--- src/rtl/aes_mem_sequencer.sv ---
// Memory-driven AES-128 sequencer: fetches key and plaintext bytes through the
// shared memory port, launches the AES core, and writes the ciphertext back.
module aes_mem_sequencer #(
    parameter int DATA_WIDTH = 8,
    parameter int MEM_DEPTH  = 64,
    parameter int ADDR_WIDTH = $clog2(MEM_DEPTH),
    parameter int N          = 128,
    parameter int TIMEOUT    = 64
) (
    input  logic                  clk,
    input  logic                  rst,
    input  logic                  start,
    input  logic [ADDR_WIDTH-1:0] key_base,
    input  logic [ADDR_WIDTH-1:0] pt_base,
    input  logic [ADDR_WIDTH-1:0] ct_base,
    output logic                  mem_req,
    output logic                  mem_we,
    output logic [ADDR_WIDTH-1:0] mem_addr,
    output logic [DATA_WIDTH-1:0] mem_wdata,
    input  logic                  mem_gnt,
    input  logic [DATA_WIDTH-1:0] mem_rdata,
    output logic                  aes_start,
    output logic [N-1:0]          aes_key,
    output logic [N-1:0]          aes_pt,
    input  logic                  aes_done,
    input  logic [N-1:0]          aes_ct,
    output logic                  busy,
    output logic                  done,
    output logic                  err
);

    localparam int WAIT_W = $clog2(TIMEOUT);

    typedef enum logic [2:0] {
        S_IDLE  = 3'd0,
        S_LOAD  = 3'd1,
        S_DRAIN = 3'd2,
        S_RUN   = 3'd3,
        S_WAIT  = 3'd4,
        S_STORE = 3'd5,
        S_DONE  = 3'd6
    } state_t;

    state_t                state_r;
    logic [4:0]            cnt_r;
    logic [4:0]            rd_idx_r;
    logic                  rd_vld_r;
    logic [WAIT_W-1:0]     wait_cnt_r;
    logic [ADDR_WIDTH-1:0] key_base_r;
    logic [ADDR_WIDTH-1:0] pt_base_r;
    logic [ADDR_WIDTH-1:0] ct_base_r;
    logic [N-1:0]          key_r;
    logic [N-1:0]          pt_r;
    logic [N-1:0]          ct_r;
    logic                  mem_req_r;
    logic                  mem_we_r;
    logic [ADDR_WIDTH-1:0] mem_addr_r;
    logic [DATA_WIDTH-1:0] mem_wdata_r;
    logic                  aes_start_r;
    logic                  busy_r;
    logic                  done_r;
    logic                  err_r;

    // Fetch index 0..15 maps to the key, 16..31 to the plaintext; the add wraps mod MEM_DEPTH.
    function automatic logic [ADDR_WIDTH-1:0] load_addr(input logic [4:0] idx,
                                                        input logic [ADDR_WIDTH-1:0] kb,
                                                        input logic [ADDR_WIDTH-1:0] pb);
        logic [ADDR_WIDTH-1:0] base;
        base = idx[4] ? pb : kb;
        return base + ADDR_WIDTH'(idx[3:0]);
    endfunction

    // Byte 0 is the most significant byte of the word.
    function automatic logic [DATA_WIDTH-1:0] get_byte(input logic [N-1:0] w,
                                                       input logic [3:0] idx);
        return w[(N-1) - DATA_WIDTH*int'(idx) -: DATA_WIDTH];
    endfunction

    assign mem_req   = mem_req_r;
    assign mem_we    = mem_we_r;
    assign mem_addr  = mem_addr_r;
    assign mem_wdata = mem_wdata_r;
    assign aes_start = aes_start_r;
    assign aes_key   = key_r;
    assign aes_pt    = pt_r;
    assign busy      = busy_r;
    assign done      = done_r;
    assign err       = err_r;

    // Read-data capture: data returns one cycle after each granted read.
    always_ff @(posedge clk or posedge rst) begin
        if (rst) begin
            rd_vld_r <= 1'b0;
            rd_idx_r <= 5'd0;
            key_r    <= '0;
            pt_r     <= '0;
        end else begin
            rd_vld_r <= (state_r == S_LOAD) && mem_req_r && mem_gnt;
            rd_idx_r <= cnt_r;
            if (rd_vld_r) begin
                if (rd_idx_r[4]) begin
                    pt_r[(N-1) - DATA_WIDTH*int'(rd_idx_r[3:0]) -: DATA_WIDTH] <= mem_rdata;
                end else begin
                    key_r[(N-1) - DATA_WIDTH*int'(rd_idx_r[3:0]) -: DATA_WIDTH] <= mem_rdata;
                end
            end else begin
                key_r <= key_r;
                pt_r  <= pt_r;
            end
        end
    end

    // Sequencer FSM with registered memory, core and status outputs.
    always_ff @(posedge clk or posedge rst) begin
        if (rst) begin
            state_r     <= S_IDLE;
            cnt_r       <= 5'd0;
            wait_cnt_r  <= '0;
            key_base_r  <= '0;
            pt_base_r   <= '0;
            ct_base_r   <= '0;
            ct_r        <= '0;
            mem_req_r   <= 1'b0;
            mem_we_r    <= 1'b0;
            mem_addr_r  <= '0;
            mem_wdata_r <= '0;
            aes_start_r <= 1'b0;
            busy_r      <= 1'b0;
            done_r      <= 1'b0;
            err_r       <= 1'b0;
        end else begin
            case (state_r)
                S_IDLE: begin
                    if (start) begin
                        key_base_r <= key_base;
                        pt_base_r  <= pt_base;
                        ct_base_r  <= ct_base;
                        err_r      <= 1'b0;
                        cnt_r      <= 5'd0;
                        wait_cnt_r <= '0;
                        mem_req_r  <= 1'b1;
                        mem_we_r   <= 1'b0;
                        mem_addr_r <= key_base;
                        busy_r     <= 1'b1;
                        state_r    <= S_LOAD;
                    end else begin
                        state_r <= S_IDLE;
                    end
                end
                S_LOAD: begin
                    if (mem_gnt && (cnt_r == 5'd31)) begin
                        mem_req_r <= 1'b0;
                        state_r   <= S_DRAIN;
                    end else if (mem_gnt) begin
                        cnt_r      <= cnt_r + 5'd1;
                        mem_addr_r <= load_addr(cnt_r + 5'd1, key_base_r, pt_base_r);
                    end else begin
                        state_r <= S_LOAD;
                    end
                end
                S_DRAIN: begin
                    aes_start_r <= 1'b1;
                    state_r     <= S_RUN;
                end
                S_RUN: begin
                    aes_start_r <= 1'b0;
                    wait_cnt_r  <= '0;
                    state_r     <= S_WAIT;
                end
                S_WAIT: begin
                    if (aes_done) begin
                        ct_r        <= aes_ct;
                        cnt_r       <= 5'd0;
                        mem_req_r   <= 1'b1;
                        mem_we_r    <= 1'b1;
                        mem_addr_r  <= ct_base_r;
                        mem_wdata_r <= get_byte(aes_ct, 4'd0);
                        state_r     <= S_STORE;
                    end else if (wait_cnt_r == WAIT_W'(TIMEOUT - 1)) begin
                        err_r   <= 1'b1;
                        done_r  <= 1'b1;
                        state_r <= S_DONE;
                    end else begin
                        wait_cnt_r <= wait_cnt_r + WAIT_W'(1);
                    end
                end
                S_STORE: begin
                    if (mem_gnt && (cnt_r == 5'd15)) begin
                        mem_req_r   <= 1'b0;
                        mem_we_r    <= 1'b0;
                        mem_wdata_r <= '0;
                        done_r      <= 1'b1;
                        state_r     <= S_DONE;
                    end else if (mem_gnt) begin
                        cnt_r       <= cnt_r + 5'd1;
                        mem_addr_r  <= ct_base_r + ADDR_WIDTH'(cnt_r[3:0] + 4'd1);
                        mem_wdata_r <= get_byte(ct_r, cnt_r[3:0] + 4'd1);
                    end else begin
                        state_r <= S_STORE;
                    end
                end
                S_DONE: begin
                    done_r  <= 1'b0;
                    busy_r  <= 1'b0;
                    state_r <= S_IDLE;
                end
                default: begin
                    mem_req_r   <= 1'b0;
                    mem_we_r    <= 1'b0;
                    aes_start_r <= 1'b0;
                    done_r      <= 1'b0;
                    busy_r      <= 1'b0;
                    state_r     <= S_IDLE;
                end
            endcase
        end
    end

endmodule

--- config.mk ---
export PLATFORM = sky130hd
export DESIGN_NAME = aes_mem_sequencer
export DESIGN_NICKNAME = d
export VERILOG_FILES = /design/src/rtl/aes_mem_sequencer.sv
export SDC_FILE = /design/constraint.sdc
export NUM_CORES = 1
export LEC_CHECK = 0
export CAP_MARGIN = 30
export CORE_MARGIN = 2
export CORE_UTILIZATION = 40
export DETAILED_ROUTE_END_ITERATION = 8
export DONT_BUFFER_PORTS = 1
export PLACE_DENSITY_LB_ADDON = 0.3
export SYNTH_ARGS = -nofsm -noshare
export SYNTH_HDL_FRONTEND = slang
export SYNTH_SLANG_ARGS = --single-unit
--- constraint.sdc ---
create_clock -name clk -period 20.6 [get_ports clk]
set_clock_uncertainty 0.2 [all_clocks]
set_input_delay 4.12 -clock clk [delete_from_list [all_inputs] [get_ports clk]]
set_output_delay 4.12 -clock clk [all_outputs]
set_load 0.1 [all_outputs]
# After elaboration in Yosys (flattened, before gate mapping)
# Index checks and enable logic that the tools add are counted.
[word_totals]
ramBits = 0
memories = 0
mem_bits_ro = 0
word_cells = 134
regBits = 442
output_inout_bits = 276
latchBits = 0
input_bits = 159
[op_classes]
div = 0
n_reduce_logical = 28
n_eq_ne = 24
mux = 46
n_shift = 3
magnitude_cmp = 0
add_sub_neg = 9
multipliers = 0
bitwise_logic = 5
[ops]
columns = ["op", "count"]
rows = [
  ["128-bit bitwise mux", 2],
  ["8-bit by 33-bit variable shift with 135-bit output (first input constant)", 1],
  ["135-bit by 8-bit indexed part select with 8-bit output", 1],
  ["8-bit by 33-bit indexed part select with 135-bit output", 1],
  ["6-bit 2-to-1 mux", 10],
  ["8-bit negator with 33-bit output", 1],
  ["5-bit 2-to-1 mux", 5],
  ["8-bit 2-to-1 mux", 3],
  ["6-bit one-hot mux with 4 select lines", 1],
  ["2-bit != test (second input constant)", 10],
  ["5-bit one-hot mux with 4 select lines", 1],
  ["3-bit 2-to-1 mux", 6],
  ["3-bit one-hot mux with 6 select lines", 1],
  ["6-bit one-hot mux with 3 select lines", 1],
  ["8-bit one-hot mux with 2 select lines", 1],
  ["4-bit AND reduction", 4],
  ["7-bit by 7-bit subtractor with 8-bit output (first input constant)", 2],
  ["2-bit AND reduction", 5],
  ["5-bit AND reduction", 2],
  ["5-bit OR reduction", 2],
  ["3-bit == test (second input constant)", 3],
  ["1-bit 2-to-1 mux", 9],
  ["3-bit != test (second input constant)", 3],
  ["4-bit OR reduction", 2],
  ["other kinds (26)", 38],
]

# Logic depth before layout (Yosys ltp)
# Gate-level depths: netlist of the first run.
[depth]
ltp_word = 6
depth_mapped = 13
ltp_nobuf = 12

# Least setup slack after synthesis of the first run
# Ideal clock, no wire load.
[synth_path]
path_kind = "input-to-reg"
startpoint = "input port aes_done"
endpoint = "register ct_r[0]"
setup_ps = 125
n_path_buf = 2
required_ps = 20275
arrival_time_ps = 5226
cell_stages = 5
setup_slack_ps = 15049
path_cell_list = "nand2_1 nor3_1 clkbuf_1 buf_2 mux2_2"
[synth_between]
elab_chain_cells = 1
[synth_lines]
columns = ["item", "line_no", "text"]
rows = [
  ["start, declared", "25", "input logic aes_done,"],
  ["2-bit AND reduction (no line)", "n/a", ""],
  ["end signal, assigned", "172", "ct_r <= aes_ct;"],
  ["end, declared", "54", "logic [N-1:0] ct_r;"],
]
# No other way between the ends.
# A chain may end at the register's enable or synchronous reset.

# Final worst setup path of the first run
[layout_path]
startpoint = "register key_r[82], in the netlist aes_key[82]"
endpoint = "output port aes_key[82]"
[layout_rtl]
columns = ["item", "line_no", "text"]
rows = [
  ["start, declared", "52", "logic [N-1:0] key_r;"],
  ["start signal, assigned by index", "104", "key_r[(N-1) - DATA_WIDTH*int'(rd_idx_r[3:0]) -: DATA_WIDTH] <= mem_rdata;"],
  ["start signal, assigned", "107", "key_r <= key_r;"],
  ["end, declared", "23", "output logic [N-1:0] aes_key,"],
]
# No word-level cell between the ends.

==> out/results.tsv, run 1 <==
stage	metric	value	unit
outcome	outcome	finished, final reports clean	
synth	synth_cells	1257	
floorplanning	initial_utilization	40.7	%
place	dp_slack	13940	ps
critical_path	critPathCaptureType	output pin	
critical_path	startpoint_type	register	
synth	synth_nets	1430	
clock_network	clockBufferDepth	3	
synth	yosys.cell_count.top_type	dfrtp_1	
place	io_buffers	0	
final_layout	fillCellCount	4086	
timing	setup_viol	0	
flow_run	cap_violations	0	
critical_path	cp.depth	0	
timing	min_period_over_period	28.7	%
timing	period_needed	5910	ps
clock_network	ctsResizeCount	0	
clock_network	cts_made_buffers	47	
timing	fmax	169	MHz
synth	synth_cell_types	55	
final_layout	nets	1424	
floorplanning	design.core.area	0.0456	mm²
synth	yosysTopAreaCell	dfrtp_1	
floorplanning	die_h	219	µm
synth	yosysWarnings	0	
global_routing	grt.overflow.total	0	
routing	drt_iter0_markers	656	
timing	setup_slack	14690	ps
hold_path	min_path_type	reg -> reg	
routing	detail-route-antenna-nets	0	
synth	synth_ff_type	dfrtp_1	
floorplanning	dieArea	0.0481	mm²
routing	vias_per_cell	5.53	
synth	syn_area	0.0185	mm²
timing	tightest_slew	1020	ps
clock_network	cts_sinks	442	
global_routing	grt_pass1_wl	71.5	mm
synth	synth_top_area_share	59.7	%
timing	hold_violations	0	
clock_network	clk_latency	580	ps
synth	synth_edf_count	0	
clock_network	htree_levels	2	
final_layout	drive_above_1_share	41.6	%
routing	drt_wl_total	48.2	mm
routing	vias	10500	
critical_path	crit_required	16280	ps
clock_network	cts_hold_buf	0	
clock_network	clkSlewWorstSetupHoldPaths	60	ps
synth	syn_avg_cell_area	14.8	µm²
timing	timing.slew.headroom	32.2	%
final_layout	syn2layout_area_growth	12.4	%
timing	grt_setup_unrepaired	false	
floorplanning	io_pins	435	
synth	synth_seq_area_share	59.7	%
global_routing	antenna_found_initial	11	
routing	drc_errors	0	
synth	synth_commonest_cells	442 x dfrtp_1, 398 x mux2_2, 43 x clkbuf_1, 43 x nand2_1, 42 x nor2_1	
synth	async_flop_share	100	%
clock_network	cts_setup_buffers	0	
clock_network	cts_root_buffer	clkbuf_16	
timing	setup-tns-final	0	ps
place	place_congestion	0.789	
critical_path	critPathKind	reg -> out	
timing	slew_viol_final	0	
global_routing	grt_max_degree	176	
floorplanning	rows	78	
place	dp_hpwl	34.1	mm
synth	yosys_register_bits	442	
final_layout	fin_util	45.7	%
clock_network	cts_tree	built	
critical_path	crit_path_max_fanout	2	
global_routing	grt_usage	19.8	%
critical_path	rr_worst_depth	13	
synth	netlist_top_cells_area	dfrtp_1 60%, mux2_2 24%, mux4_2 3.9%, mux2_1 0.97%, o21ai_0 0.94%	
floorplanning	die_x	219	µm
routing	wire_per_inst	25.4	µm
hold_path	holdPathStages	1	
routing	dr.pass1.iters	4	
global_routing	grt_pass1_vias	10900	
critical_path	crit_arrival	1590	ps
-- cell families (layout without fill, tap and decap cells) --
logic type | after synthesis | count (layout) | share of synthesized area (%)
mux | 459 | 459 | 29.7
xor+xnor | 5 | 5 | 0.317
compound gates | 100 | 100 | 3.36
buf+inv | 88 | 121 | 2.00
simple gates | 149 | 149 | 3.91
flops | 442 | 442 | 59.7
other cells | 0 | 4 | 0
fa+ha+maj | 14 | 14 | 1.03
-- layout make-up --
type | count | area [µm²] | share of cell area, %
timing repair buffer | 15 | 181 | 0.870
clock inverter | 21 | 255 | 1.22
inverter | 18 | 75.1 | 0.360
tap | 600 | 751 | 3.60
multi-input combinational | 727 | 7130 | 34.2
antenna | 4 | 10.0 | 0.0480
clock buffer | 67 | 1380 | 6.63
sequential | 442 | 11100 | 53.1
-- state kept, by name, summed over array words and instances, names as in the netlist, 6 cells and up --
name	count
aes_key	128
aes_pt	128
ct_r	128
mem_wdata	8
ct_base_r	6
key_base_r	6
mem_addr	6
pt_base_r	6
wait_cnt_r	6
-- routing by layer --
layer | vias to the layer above | GRT usage [%] | part of all wire, %
li1 | 4544 | - | -
met1 | 5474 | 23.6 | 39
met2 | 362 | 32.1 | 48
met3 | 77 | 8.87 | 11
met4 | 12 | 5.77 | 2.1
met5 | - | 0 | 0.17
-- metrics by stage --
stage,area [µm²],hold slack (ps),instances
2_1_floorplan,18500,175,1257
3_3_place_gp,19100,265,1796
3_5_place_dp,19200,288,1801
4_1_cts,20800,299,1889
5_1_grt,20800,311,1890
6_report,20800,300,1894
-- final timing paths --
kind / from / end / slack, ps
setup reg to reg: cnt_r[0]$_DFFE_PP0P_ / mem_addr[2]$_DFFE_PP0P_ / 16630
hold / removal: key_base_r[2]$_DFFE_PP0P_ / key_base_r[2]$_DFFE_PP0P_ / 300
max in group asynchronous: rst / ct_r[93]$_DFFE_PP0P_ / 14820
min in group asynchronous: rst / aes_pt[96]$_DFFE_PP0P_ / 3320
setup / recovery: aes_key[82]$_DFFE_PP0P_ / aes_key[82] / 14690
hold reg to reg: key_base_r[2]$_DFFE_PP0P_ / key_base_r[2]$_DFFE_PP0P_ / 300
-- cell usage in the layout (no fill, tap or decap), types with 4 or more instances in the layout --
master	instances
a31oi_1	4
nand2_1	43
nor2b_1	11
buf_4	10
nor2_1	42
mux2_2	398
mux4_2	32
clkbuf_1	8
clkbuf_8	11
clkbuf_16	48
mux2_1	16
ha_1	11
a21oi_1	22
dfrtp_1	441
mux2i_1	13
a21o_1	6
nor3_1	9
o21ai_0	35
o31ai_1	4
diode_2	4
o311ai_0	7
inv_1	17
nand2b_1	9
clkinv_2	12
nor3b_1	5
bufinv_16	4
nand3_1	12
Power of run 1 is not shown: default switching activity piles up to over one toggle a cycle in this logic, so the estimate is an artifact.
==> inputs of run 2 (changes only) <==
- clock period: 20.6 -> 5.35 ns (I/O delays scaled with it)
==> run 2 against run 1 <==
Against the previous run: core utilization is 0.27 points higher; critical path depth is 11 higher; first-iteration DRC count is 1.7% higher; sequential share of layout area is 0.31 points lower; hold slack worse by 41 ps; register-to-register slack worse by 15000 ps; sequential cell count stayed put; count of clock-buffer cells in the layout is 4 higher; final area is 0.58% higher; global-route usage is 0.36 points higher; via count is 0.39% lower; critical path type is now reg -> reg; largest cell class unchanged.
==> out/results.tsv, run 2 (synthesis results as in run 1) <==
stage	metric	value	unit	change
outcome	outcome	finished, final reports clean		
final_layout	layout_common_cells	441 x dfrtp_1, 398 x mux2_2, 48 x clkbuf_16		
timing	period_needed	3340	ps	
routing	drt_wl_total	49.0	mm	+1.8%
routing	drt_iter0_markers	667		+1.7%
place	dp_hpwl	34.7	mm	+1.8%
global_routing	grt_max_degree	181		+2.8%
clock_network	cts_root_buffer	clkbuf_16		
final_layout	drive_above_1_share	41.6	%	+0.045 points
timing	setup_viol	0		unchanged
routing	detail-route-antenna-nets	0		unchanged
timing	grt_setup_unrepaired	false		
place	io_buffers	0		unchanged
global_routing	antenna_found_initial	8		-3
clock_network	cts_tree	built		
floorplanning	die_x	219	µm	unchanged
floorplanning	initial_utilization	40.7	%	unchanged
global_routing	grt_pass1_vias	10800		-1.6%
floorplanning	dieArea	0.0481	mm²	unchanged
clock_network	cts_setup_buffers	0		unchanged
clock_network	cts_made_buffers	48		+2.1%
timing	tightest_slew	1060	ps	+40.7 ps
hold_path	min_path_type	in -> async		
critical_path	crit_required	5660	ps	-10620 ps
timing	hold_violations	0		unchanged
critical_path	critPathCaptureType	register		
final_layout	multiInputGateArea	0.00713	mm²	unchanged
clock_network	ctsResizeCount	0		unchanged
critical_path	critPathKind	reg -> reg		
routing	drc_errors	0		unchanged
final_layout	regArea	0.0111	mm²	unchanged
clock_network	cts_hold_buf	0		unchanged
routing	dr.pass1.iters	4		unchanged
timing	fmax	299	MHz	
critical_path	crit_arrival	3660	ps	+2070 ps
clock_network	clk_latency	580	ps	about the same
global_routing	grt.overflow.total	0		unchanged
routing	vias_per_cell	5.51		-0.29%
clock_network	clkSlewWorstSetupHoldPaths	60	ps	about the same
floorplanning	design.core.area	0.0456	mm²	unchanged
clock_network	cts_sinks	442		unchanged
flow_run	cap_violations	0		unchanged
global_routing	grt_pass1_wl	72.3	mm	+1.1%
clock_network	htree_levels	2		unchanged
timing	timing.slew.headroom	29.2	%	-3.0 points
critical_path	crit_path_max_fanout	7		+5
final_layout	nets	1426		+0.14%
routing	vias	10400		-0.39%
floorplanning	rows	78		unchanged
routing	wire_per_inst	25.9	µm	+1.9%
timing	min_period_over_period	62.4	%	
timing	slew_viol_final	0		unchanged
floorplanning	io_pins	435		unchanged
final_layout	final_common_cell	dfrtp_1		
critical_path	startpoint_type	register		
global_routing	grt_usage	20.1	%	+0.36 points
floorplanning	die_h	219	µm	unchanged
clock_network	clockBufferDepth	3		unchanged
timing	fin_hold_ws	259	ps	-40.9 ps
place	place_congestion	0.799		+1.4%
final_layout	fillCellCount	4008		-1.9%
final_layout	syn2layout_area_growth	13.1	%	
==> run 2: changes by cell type in the layout (fill, tap and decap cells not counted) <==
cell	before	now
clkinv_2	12	4
clkbuf_8	11	17
buf_12	1	5
buf_4	10	7
bufinv_16	4	7
diode_2	4	1
buf_16	3	1
clkinv_16	1	0
clkinv_4	1	0
clkinv_8	0	1
clkinvlp_4	1	2
inv_6	1	2
==> run 2: area by class of cell <==
type                            count  area share (%)
Sequential cell                   442            52.8
Multi-Input combinational cell    727            34.0
Clock buffer                       71            6.95
Tap cell                          600            3.58
Clock inverter                     17            1.44
Timing Repair Buffer               16           0.913
Inverter                           18           0.340
Antenna cell                        1          0.0119
==> run 2: worst paths after layout <==
| kind | cells past startpoint | end | from | slack [ps] |
|---|---|---|---|---|
| worst min-delay path | 1 | aes_pt[120]$_DFFE_PP0P_ | rst | 260 |
| worst min register to register | 0 | rd_idx_r[4]$_DFF_PP0_ | cnt_r[4]$_DFFE_PP0P_ | 280 |
| min in group clk | 0 | rd_idx_r[4]$_DFF_PP0_ | cnt_r[4]$_DFFE_PP0P_ | 280 |
| worst max register to register | 11 | mem_addr[1]$_DFFE_PP0P_ | cnt_r[1]$_DFFE_PP0P_ | 2010 |
| worst max-delay path | 11 | mem_addr[1]$_DFFE_PP0P_ | cnt_r[1]$_DFFE_PP0P_ | 2010 |
| max in group asynchronous | 2 | aes_pt[86]$_DFFE_PP0P_ | rst | 3280 |
==> run 2: through the flow <==
step / utilization [%] / worst slack, ps / area, µm² / cells / TNS (ps)
after floorplan: - / -1890 / 18500 / 1257 / -836810
after global placement: 42.0 / 2030 / 19100 / 1797 / 0
after detailed placement: 42.1 / 1980 / 19200 / 1800 / 0
after CTS: 45.9 / 1960 / 20900 / 1888 / 0
after global routing: 46.0 / 1770 / 21000 / 1891 / 0
final: 46.0 / 2010 / 21000 / 1892 / 0
==> run 2: critical path, stage by stage (launching register included) <==
cell	delay, ps
dfrtp_1	470
ha_2	250
and3_1	170
ha_1	460
mux2_2	380
ha_1	210
inv_1	80
fa_1	390
o21ai_0	180
a22oi_1	80
o21ai_0	210
mux2_2	180
==> run 2: routing by layer <==
metal / wire (µm) / track usage [%] / share of wire (%) / vias to the layer above
met5: 68 / 0 / 0.14 / -
met4: 813 / 5.11 / 1.7 / 12
met3: 5410 / 9.05 / 11 / 65
met2: 23400 / 33.2 / 48 / 377
met1: 19400 / 23.9 / 40 / 5436
li1: - / - / - / 4538
Power of run 2 is left out for the same reason.
